==> src/rtl/mem_arbiter_if.sv <==
// Shared memory-port bundle: fetch and data requesters on one side,
// the single memory array on the other.
interface mem_arbiter_if #(
  parameter int ADDR_W = 32
);
  logic              if_req;
  logic [ADDR_W-1:0] if_addr;
  logic              if_gnt;
  logic              if_rvalid;
  logic [31:0]       if_rdata;
  logic              d_req;
  logic              d_we;
  logic [ADDR_W-1:0] d_addr;
  logic [31:0]       d_wdata;
  logic [3:0]        d_be;
  logic              d_gnt;
  logic              d_rvalid;
  logic [31:0]       d_rdata;
  logic              mem_req;
  logic              mem_we;
  logic [ADDR_W-1:0] mem_addr;
  logic [31:0]       mem_wdata;
  logic [3:0]        mem_be;
  logic [31:0]       mem_rdata;

  modport slave (
    input  if_req, if_addr,
    input  d_req, d_we, d_addr, d_wdata, d_be,
    input  mem_rdata,
    output if_gnt, if_rvalid, if_rdata,
    output d_gnt, d_rvalid, d_rdata,
    output mem_req, mem_we, mem_addr, mem_wdata, mem_be
  );

  modport master (
    output if_req, if_addr,
    output d_req, d_we, d_addr, d_wdata, d_be,
    output mem_rdata,
    input  if_gnt, if_rvalid, if_rdata,
    input  d_gnt, d_rvalid, d_rdata,
    input  mem_req, mem_we, mem_addr, mem_wdata, mem_be
  );
endinterface

==> src/rtl/mem_arbiter.sv <==
// Fetch/data arbiter and latency sequencer for the shared memory port.
// Optional fetch starvation guard: define ARB_STARVE_GUARD_EN.
module mem_arbiter #(
  parameter int ADDR_W     = 32,
  parameter int MEM_LAT    = 2,
  parameter int STARVE_MAX = 4
) (
  input logic           clk,
  input logic           rst_n,
  mem_arbiter_if.slave  bus
);

  typedef enum logic [1:0] {
    IDLE,
    WAIT,
    RESP
  } state_e;

  localparam logic [2:0] LAT_M1 = 3'(MEM_LAT - 1);

  state_e      state_q, state_d;
  logic [2:0]  cnt_q, cnt_d;
  logic        own_d_q, own_d_d;
  logic        st_q, st_d;
  logic        if_rv_q, if_rv_d;
  logic        d_rv_q, d_rv_d;
  logic [31:0] if_rd_q, if_rd_d;
  logic [31:0] d_rd_q, d_rd_d;

  logic              idle;
  logic              force_if;
  logic              gnt_d;
  logic              gnt_i;
  logic              issue;
  logic [ADDR_W-1:0] addr_sel;

  // Gated by rst_n so grants and strobes drop the instant reset asserts.
  assign idle  = rst_n && (state_q == IDLE);
  assign gnt_d = idle && bus.d_req && !force_if;
  assign gnt_i = idle && bus.if_req && !gnt_d;
  assign issue = gnt_d || gnt_i;

`ifdef ARB_STARVE_GUARD_EN
  localparam int SC_W = $clog2(STARVE_MAX + 1);

  logic [SC_W-1:0] sc_q, sc_d;

  assign force_if = bus.if_req && (sc_q == SC_W'(STARVE_MAX));

  always_comb begin
    sc_d = sc_q;
    if (idle) begin
      if (gnt_i || !bus.if_req) begin
        sc_d = '0;
      end else if (gnt_d) begin
        sc_d = sc_q + 1'b1;
      end
    end
  end

  always_ff @(posedge clk or negedge rst_n) begin
    if (!rst_n) begin
      sc_q <= '0;
    end else begin
      sc_q <= sc_d;
    end
  end
`else
  logic starve_unused;
  assign starve_unused = (STARVE_MAX != 0);
  assign force_if      = 1'b0;
`endif

  always_comb begin
    state_d = state_q;
    cnt_d   = cnt_q;
    own_d_d = own_d_q;
    st_d    = st_q;
    if_rv_d = 1'b0;
    d_rv_d  = 1'b0;
    if_rd_d = if_rd_q;
    d_rd_d  = d_rd_q;
    unique case (state_q)
      IDLE: begin
        if (issue) begin
          own_d_d = gnt_d;
          st_d    = gnt_d && bus.d_we;
          cnt_d   = LAT_M1;
          state_d = (MEM_LAT > 1) ? WAIT : RESP;
        end
      end
      WAIT: begin
        cnt_d = cnt_q - 1'b1;
        if (cnt_q <= 3'd1) begin
          state_d = RESP;
        end
      end
      RESP: begin
        state_d = IDLE;
        if (own_d_q) begin
          d_rv_d = 1'b1;
          d_rd_d = st_q ? 32'h0 : bus.mem_rdata;
        end else begin
          if_rv_d = 1'b1;
          if_rd_d = bus.mem_rdata;
        end
      end
      default: state_d = IDLE;
    endcase
  end

  always_ff @(posedge clk or negedge rst_n) begin
    if (!rst_n) begin
      state_q <= IDLE;
      cnt_q   <= '0;
      own_d_q <= 1'b0;
      st_q    <= 1'b0;
      if_rv_q <= 1'b0;
      d_rv_q  <= 1'b0;
      if_rd_q <= '0;
      d_rd_q  <= '0;
    end else begin
      state_q <= state_d;
      cnt_q   <= cnt_d;
      own_d_q <= own_d_d;
      st_q    <= st_d;
      if_rv_q <= if_rv_d;
      d_rv_q  <= d_rv_d;
      if_rd_q <= if_rd_d;
      d_rd_q  <= d_rd_d;
    end
  end

  assign addr_sel = gnt_d ? bus.d_addr : bus.if_addr;

  assign bus.if_gnt    = gnt_i;
  assign bus.d_gnt     = gnt_d;
  assign bus.mem_req   = issue;
  assign bus.mem_we    = gnt_d && bus.d_we;
  assign bus.mem_addr  = issue ? addr_sel : '0;
  assign bus.mem_wdata = gnt_d ? bus.d_wdata : 32'h0;
  assign bus.mem_be    = gnt_d ? bus.d_be : (gnt_i ? 4'hF : 4'h0);

  assign bus.if_rvalid = if_rv_q;
  assign bus.if_rdata  = if_rd_q;
  assign bus.d_rvalid  = d_rv_q;
  assign bus.d_rdata   = d_rd_q;

endmodule

==> src/flat_wrapper.sv <==
// flat-port wrapper written by rule: the top's interface ports become plain ports
module mem_arbiter_flat 
#(
  parameter int ADDR_W     = 32,
  parameter int MEM_LAT    = 2,
  parameter int STARVE_MAX = 4
)
  (clk, rst_n, bus_if_req, bus_if_addr, bus_d_req, bus_d_we, bus_d_addr, bus_d_wdata, bus_d_be, bus_mem_rdata, bus_if_gnt, bus_if_rvalid, bus_if_rdata, bus_d_gnt, bus_d_rvalid, bus_d_rdata, bus_mem_req, bus_mem_we, bus_mem_addr, bus_mem_wdata, bus_mem_be);
  mem_arbiter_if #(.ADDR_W(ADDR_W)) bus_i ();
  input logic clk;
  input logic rst_n;
  input wire logic [$bits(bus_i.if_req)-1:0] bus_if_req;
  input wire logic [$bits(bus_i.if_addr)-1:0] bus_if_addr;
  input wire logic [$bits(bus_i.d_req)-1:0] bus_d_req;
  input wire logic [$bits(bus_i.d_we)-1:0] bus_d_we;
  input wire logic [$bits(bus_i.d_addr)-1:0] bus_d_addr;
  input wire logic [$bits(bus_i.d_wdata)-1:0] bus_d_wdata;
  input wire logic [$bits(bus_i.d_be)-1:0] bus_d_be;
  input wire logic [$bits(bus_i.mem_rdata)-1:0] bus_mem_rdata;
  output wire logic [$bits(bus_i.if_gnt)-1:0] bus_if_gnt;
  output wire logic [$bits(bus_i.if_rvalid)-1:0] bus_if_rvalid;
  output wire logic [$bits(bus_i.if_rdata)-1:0] bus_if_rdata;
  output wire logic [$bits(bus_i.d_gnt)-1:0] bus_d_gnt;
  output wire logic [$bits(bus_i.d_rvalid)-1:0] bus_d_rvalid;
  output wire logic [$bits(bus_i.d_rdata)-1:0] bus_d_rdata;
  output wire logic [$bits(bus_i.mem_req)-1:0] bus_mem_req;
  output wire logic [$bits(bus_i.mem_we)-1:0] bus_mem_we;
  output wire logic [$bits(bus_i.mem_addr)-1:0] bus_mem_addr;
  output wire logic [$bits(bus_i.mem_wdata)-1:0] bus_mem_wdata;
  output wire logic [$bits(bus_i.mem_be)-1:0] bus_mem_be;
  assign bus_i.if_req = bus_if_req;
  assign bus_i.if_addr = bus_if_addr;
  assign bus_i.d_req = bus_d_req;
  assign bus_i.d_we = bus_d_we;
  assign bus_i.d_addr = bus_d_addr;
  assign bus_i.d_wdata = bus_d_wdata;
  assign bus_i.d_be = bus_d_be;
  assign bus_i.mem_rdata = bus_mem_rdata;
  assign bus_if_gnt = bus_i.if_gnt;
  assign bus_if_rvalid = bus_i.if_rvalid;
  assign bus_if_rdata = bus_i.if_rdata;
  assign bus_d_gnt = bus_i.d_gnt;
  assign bus_d_rvalid = bus_i.d_rvalid;
  assign bus_d_rdata = bus_i.d_rdata;
  assign bus_mem_req = bus_i.mem_req;
  assign bus_mem_we = bus_i.mem_we;
  assign bus_mem_addr = bus_i.mem_addr;
  assign bus_mem_wdata = bus_i.mem_wdata;
  assign bus_mem_be = bus_i.mem_be;
  mem_arbiter #(.ADDR_W(ADDR_W), .MEM_LAT(MEM_LAT), .STARVE_MAX(STARVE_MAX)) u_core (.clk(clk), .rst_n(rst_n), .bus(bus_i));
endmodule
==> config.mk <==
export PLATFORM = sky130hd
export DESIGN_NAME = mem_arbiter_flat
export DESIGN_NICKNAME = d
export VERILOG_FILES = /design/src/rtl/mem_arbiter_if.sv /design/src/rtl/mem_arbiter.sv /design/src/flat_wrapper.sv
export SDC_FILE = /design/constraint.sdc
export NUM_CORES = 1
export LEC_CHECK = 0
export ABC_AREA = 0
export CELL_PAD_IN_SITES_DETAIL_PLACEMENT = 0
export CELL_PAD_IN_SITES_GLOBAL_PLACEMENT = 1
export CORE_ASPECT_RATIO = 1.2
export CORE_MARGIN = 5
export CORE_UTILIZATION = 25
export CTS_CLUSTER_DIAMETER = 50
export CTS_CLUSTER_SIZE = 30
export DETAILED_ROUTE_END_ITERATION = 10
export HOLD_SLACK_MARGIN = 0.03
export PLACE_DENSITY_LB_ADDON = 0.1
export SYNTH_ARGS = -nofsm -noshare
export SYNTH_HDL_FRONTEND = slang
export SYNTH_SLANG_ARGS = --single-unit
export TNS_END_PERCENT = 30
==> constraint.sdc <==
create_clock -name clk -period 2.35 [get_ports clk]
set_input_delay 0.47 -clock clk [delete_from_list [all_inputs] [get_ports clk]]
set_output_delay 0.47 -clock clk [all_outputs]
set_load 0.005 [all_outputs]
==> impl_summary.log <==
[metrics] critical path arrival: 1850 ps
[metrics] final max-slew violation count: 0
[metrics] wire per inst: about 20 um
[metrics] Iteration-0 DRC Markers: 173
[metrics] TritonCTS clock tree: built
[metrics] outcome: finished clean
[metrics] number of antenna violations at the first check in global routing: 6
[metrics] total count of hold-check failures in the final report: 0
[metrics] netlist area before placement: 3540 um2
[metrics] H-tree levels: 3
[metrics] total overflow reported by the global router: 0
[metrics] proportion of layout cells with a drive suffix above 1: 0.184
[metrics] maximum number of buffers from clock root to sink: 2
[metrics] total via count after detailed routing: 3,542
[metrics] kind of cell adding the most delay to the critical path: buffers and inverters
[metrics] crit path max-delay cell type: sky130_fd_sc_hd__clkdlybuf4s50_1
[metrics] boundary pin count: 275
[metrics] synthesis-stage register bit count: between 70 and 80
[metrics] minimum setup slack among reg-to-reg paths: between 700 and 800 ps
[metrics] NetSw: around 2.0 mW
[metrics] DRT antenna net count: 0
[metrics] total die area: 16,700 um2
[metrics] CP Cell Sequence: clkdlybuf4s50_1 -> and4b_4 -> buf_12 -> buf_16 -> a22o_1 -> clkdlybuf4s15_1
[metrics] count of max-cap constraint violations: 0
[metrics] initial standard-cell utilization of the core: 0.255
[metrics] register area share after synthesis: 0.515
[metrics] worst setup slack after placement: -337 ps
[metrics] critical path class: in2out
[metrics] clock tree root buffer cell: sky130_fd_sc_hd__clkbuf_16
[metrics] Critical path buffers and inverters: 4
[metrics] number of synthesized flops with an enable pin: 0
[metrics] net switching share of the total power: 0.295
[metrics] Setup WS post-layout: 33.1 ps
[metrics] signed area change from the synthesized netlist to the final layout: 96.0%
[metrics] part of the power in the clock network: 0.204
[metrics] # clock sinks: 73
[metrics] maximum ir drop on the vdd rail: 360 uV
[metrics] power density over cell area: 973 nW/um2
[metrics] global-route wire length before repair: 23.9 mm
[metrics] Net Count, Synth: 463
[metrics] setup violation total in the final timing report: 0
[metrics] critical path's largest stage delay: 470 ps
[metrics] slew at the pin closest to its max-slew limit: 580 ps
[metrics] Layout Skew: 5.20 ps
[metrics] final worst-path cycle share: 0.986
[metrics] proportion of power drawn by flip-flops and latches: 0.326
[metrics] Final #Nets: 760
[metrics] Main synth FF type: sky130_fd_sc_hd__dfrtp_1
[metrics] post-synthesis async set-or-reset flop share: 1.00
[metrics] average cell area after synthesis: 10.9 um2
[metrics] DRC Markers: 0
[metrics] largest net degree at the start of global routing: 45
[metrics] Critical Path Fanout Max: 15
[metrics] total routing usage reported by global routing: 0.193
[metrics] final standard cell count with taps included and fillers excluded: 799
[metrics] DPL Wire Length: 13.2 mm
[metrics] internal cell power: roughly 4.8 mW
[metrics] first-pass iteration count of the detailed router: 4
[metrics] average via count per standard cell: approximately 4.4
[metrics] Ys Warns: 0
[metrics] clock input transition at the sequential cells of the worst setup and hold paths: 60 ps
[metrics] number of buffers added by the clock tree synthesis step: 9
[metrics] required time worst endpoint: 1880 ps
[metrics] Fmax: 0.432 GHz
[metrics] cell count after synthesis: 324
[metrics] Port Buffers: 274
[metrics] Slew Limit Headroom: 0.614
[metrics] vias in the first global route: 3,740
[metrics] total instance count after detailed placement: 763
[metrics] count of distinct cell types in the synthesized netlist: 27
[metrics] worst hold path type: in2async
[metrics] fin crit period: 2320 ps
[metrics] Comb pwr share: 0.469
[metrics] count of fill cells added during filler insertion: around 1,400
[metrics] routability-driven placement congestion ratio: 0.853
[metrics] core region area: between 10,000 and 15,000 um2
[metrics] die extent in y: ~140 um
[metrics] setup repair after global routing missed its margin: yes
[metrics] row cnt: 47
[metrics] category of the worst setup path capture point: output port
[metrics] DIE WIDTH: 119 um
[metrics] Final Hold Slack: 87.4 ps
[metrics] clk_lat worst skew: between 300 and 400 ps
[metrics] total leakage power: 3.25 nW
[metrics] number of buffers inserted by hold repair at cts: 0
[metrics] DRT Wirelength: 16.4 mm
[metrics] Setup crit start kind: primary input
==> final timing paths <==
| kind | start | endpoint | depth (start not counted) |
|---|---|---|---|
| min in group clk | u_core.bus.d_rdata[9] | u_core.bus.d_rdata[9] | 2 |
| min | rst_n | u_core.state_q[0] | 2 |
| min reg2reg | u_core.bus.d_rdata[9] | u_core.bus.d_rdata[9] | 2 |
| max | bus_if_req | bus_mem_addr[3] | 6 |
| max reg2reg | u_core.state_q[1] | u_core.bus.if_rdata[13] | 5 |
| max in group asynchronous | rst_n | u_core.bus.if_rdata[13] | 3 |
==> kinds of logic after synthesis <==
group                      after synthesis  synth area share
AOI/OAI and AO/OA                       76             0.149
xor gates and xnor gates                 1           0.00247
adders and majority gates                2           0.00706
buffers and inverters                   31            0.0526
DFF                                     73             0.515
muxes                                   32             0.102
and+or+nand+nor                        109             0.172
==> sequential cells by signal, summed over array words and instances, names as in the netlist <==
| register | cells |
|---|---|
| u_core.state_q | 2 |
| u_core.bus.d_rvalid | 1 |
| u_core.bus.d_rdata | 32 |
| u_core.own_d_q | 1 |
| u_core.st_q | 1 |
| u_core.bus.if_rdata | 32 |
| u_core.cnt_q | 3 |
| u_core.bus.if_rvalid | 1 |
==> synthesized netlist by cell type, types with 2 or more instances <==
cell / instances / area share
sky130_fd_sc_hd__a21o_1: 6 / 0.013
sky130_fd_sc_hd__a21oi_1: 2 / 0.0028
sky130_fd_sc_hd__a22o_1: 33 / 0.082
sky130_fd_sc_hd__and2_1: 33 / 0.058
sky130_fd_sc_hd__buf_2: 6 / 0.0085
sky130_fd_sc_hd__buf_4: 8 / 0.017
sky130_fd_sc_hd__buf_6: 4 / 0.013
sky130_fd_sc_hd__clkbuf_1: 6 / 0.0064
sky130_fd_sc_hd__clkbuf_2: 2 / 0.0028
sky130_fd_sc_hd__dfrtp_1: 73 / 0.52
sky130_fd_sc_hd__ha_1: 2 / 0.0071
sky130_fd_sc_hd__inv_1: 5 / 0.0053
sky130_fd_sc_hd__mux2_2: 31 / 0.098
sky130_fd_sc_hd__nand2_1: 32 / 0.034
sky130_fd_sc_hd__nand2b_1: 33 / 0.058
sky130_fd_sc_hd__nand3b_1: 2 / 0.0042
sky130_fd_sc_hd__nor2_1: 4 / 0.0042
sky130_fd_sc_hd__o21ai_0: 33 / 0.047
==> layout make-up <==
cell class	instances	area [um2]	area share
Multi-Input combinational cell	220	1550	0.223
Antenna cell	2	5.00	0.000720
Timing Repair Buffer	312	3030	0.437
Inverter	5	18.8	0.00270
Clock buffer	11	243	0.0349
Clock inverter	5	55.1	0.00793
Tap cell	171	214	0.0308
Sequential cell	73	1830	0.263
==> cells in the final DEF, fill, tap and decap left out, drive strengths merged, types with 2 or more instances in the layout <==
cell / n
clkdlybuf4s50: 200
dfrtp: 73
buf: 46
dlygate4sd2: 38
o21ai: 33
and2: 33
nand2b: 33
a22o: 33
nand2: 32
mux2: 32
clkbuf: 23
clkdlybuf4s15: 14
a21o: 6
inv: 5
nor2: 4
diode: 2
nand3b: 2
a21oi: 2
ha: 2
clkinvlp: 2
clkinv: 2
dlymetal6s2s: 2
==> per-stage QoR <==
step | utilization | setup TNS (ps) | cell area [um2] | total power [mW]
final | 0.501 | 0 | 6950 | 6.76
after floorplan | - | 0 | 3540 | 3.37
after CTS | 0.499 | -151 | 6930 | 6.85
after global routing | 0.500 | -85.5 | 6940 | 7.22
after global placement | 0.470 | -16480 | 6520 | 5.37
after detailed placement | 0.470 | -17230 | 6520 | 5.43
==> per-layer routing <==
metal / track usage / routed length [um] / vias to the layer above
met2: 0.328 / 8230 / 180
met4: 0.0781 / 419 / 10
li1: - / - / 1711
met5: 0 / 64 / -
met3: 0.0891 / 1670 / 30
met1: 0.209 / 6040 / 1611
==> power groups by stage <==
| stage | clock network [mW] | logic [mW] | registers (mW) |
|---|---|---|---|
| after CTS | 1.42 | 3.21 | 2.21 |
| after global placement | 0 | 3.15 | 2.22 |
| after floorplan | 0 | 1.12 | 2.24 |
| final | 1.38 | 3.17 | 2.21 |
| after global routing | 1.47 | 3.45 | 2.29 |
| after detailed placement | 0 | 3.20 | 2.23 |
==> what timing repair did <==
action                                  in CTS  in global routing
gates cloned                                 3                  1
endpoints found under the setup margin      72                 30
resized for setup                          123                 28
buffers inserted                             8                  7
pin swaps                                    5                  5
(Power assumes the default switching activity.)
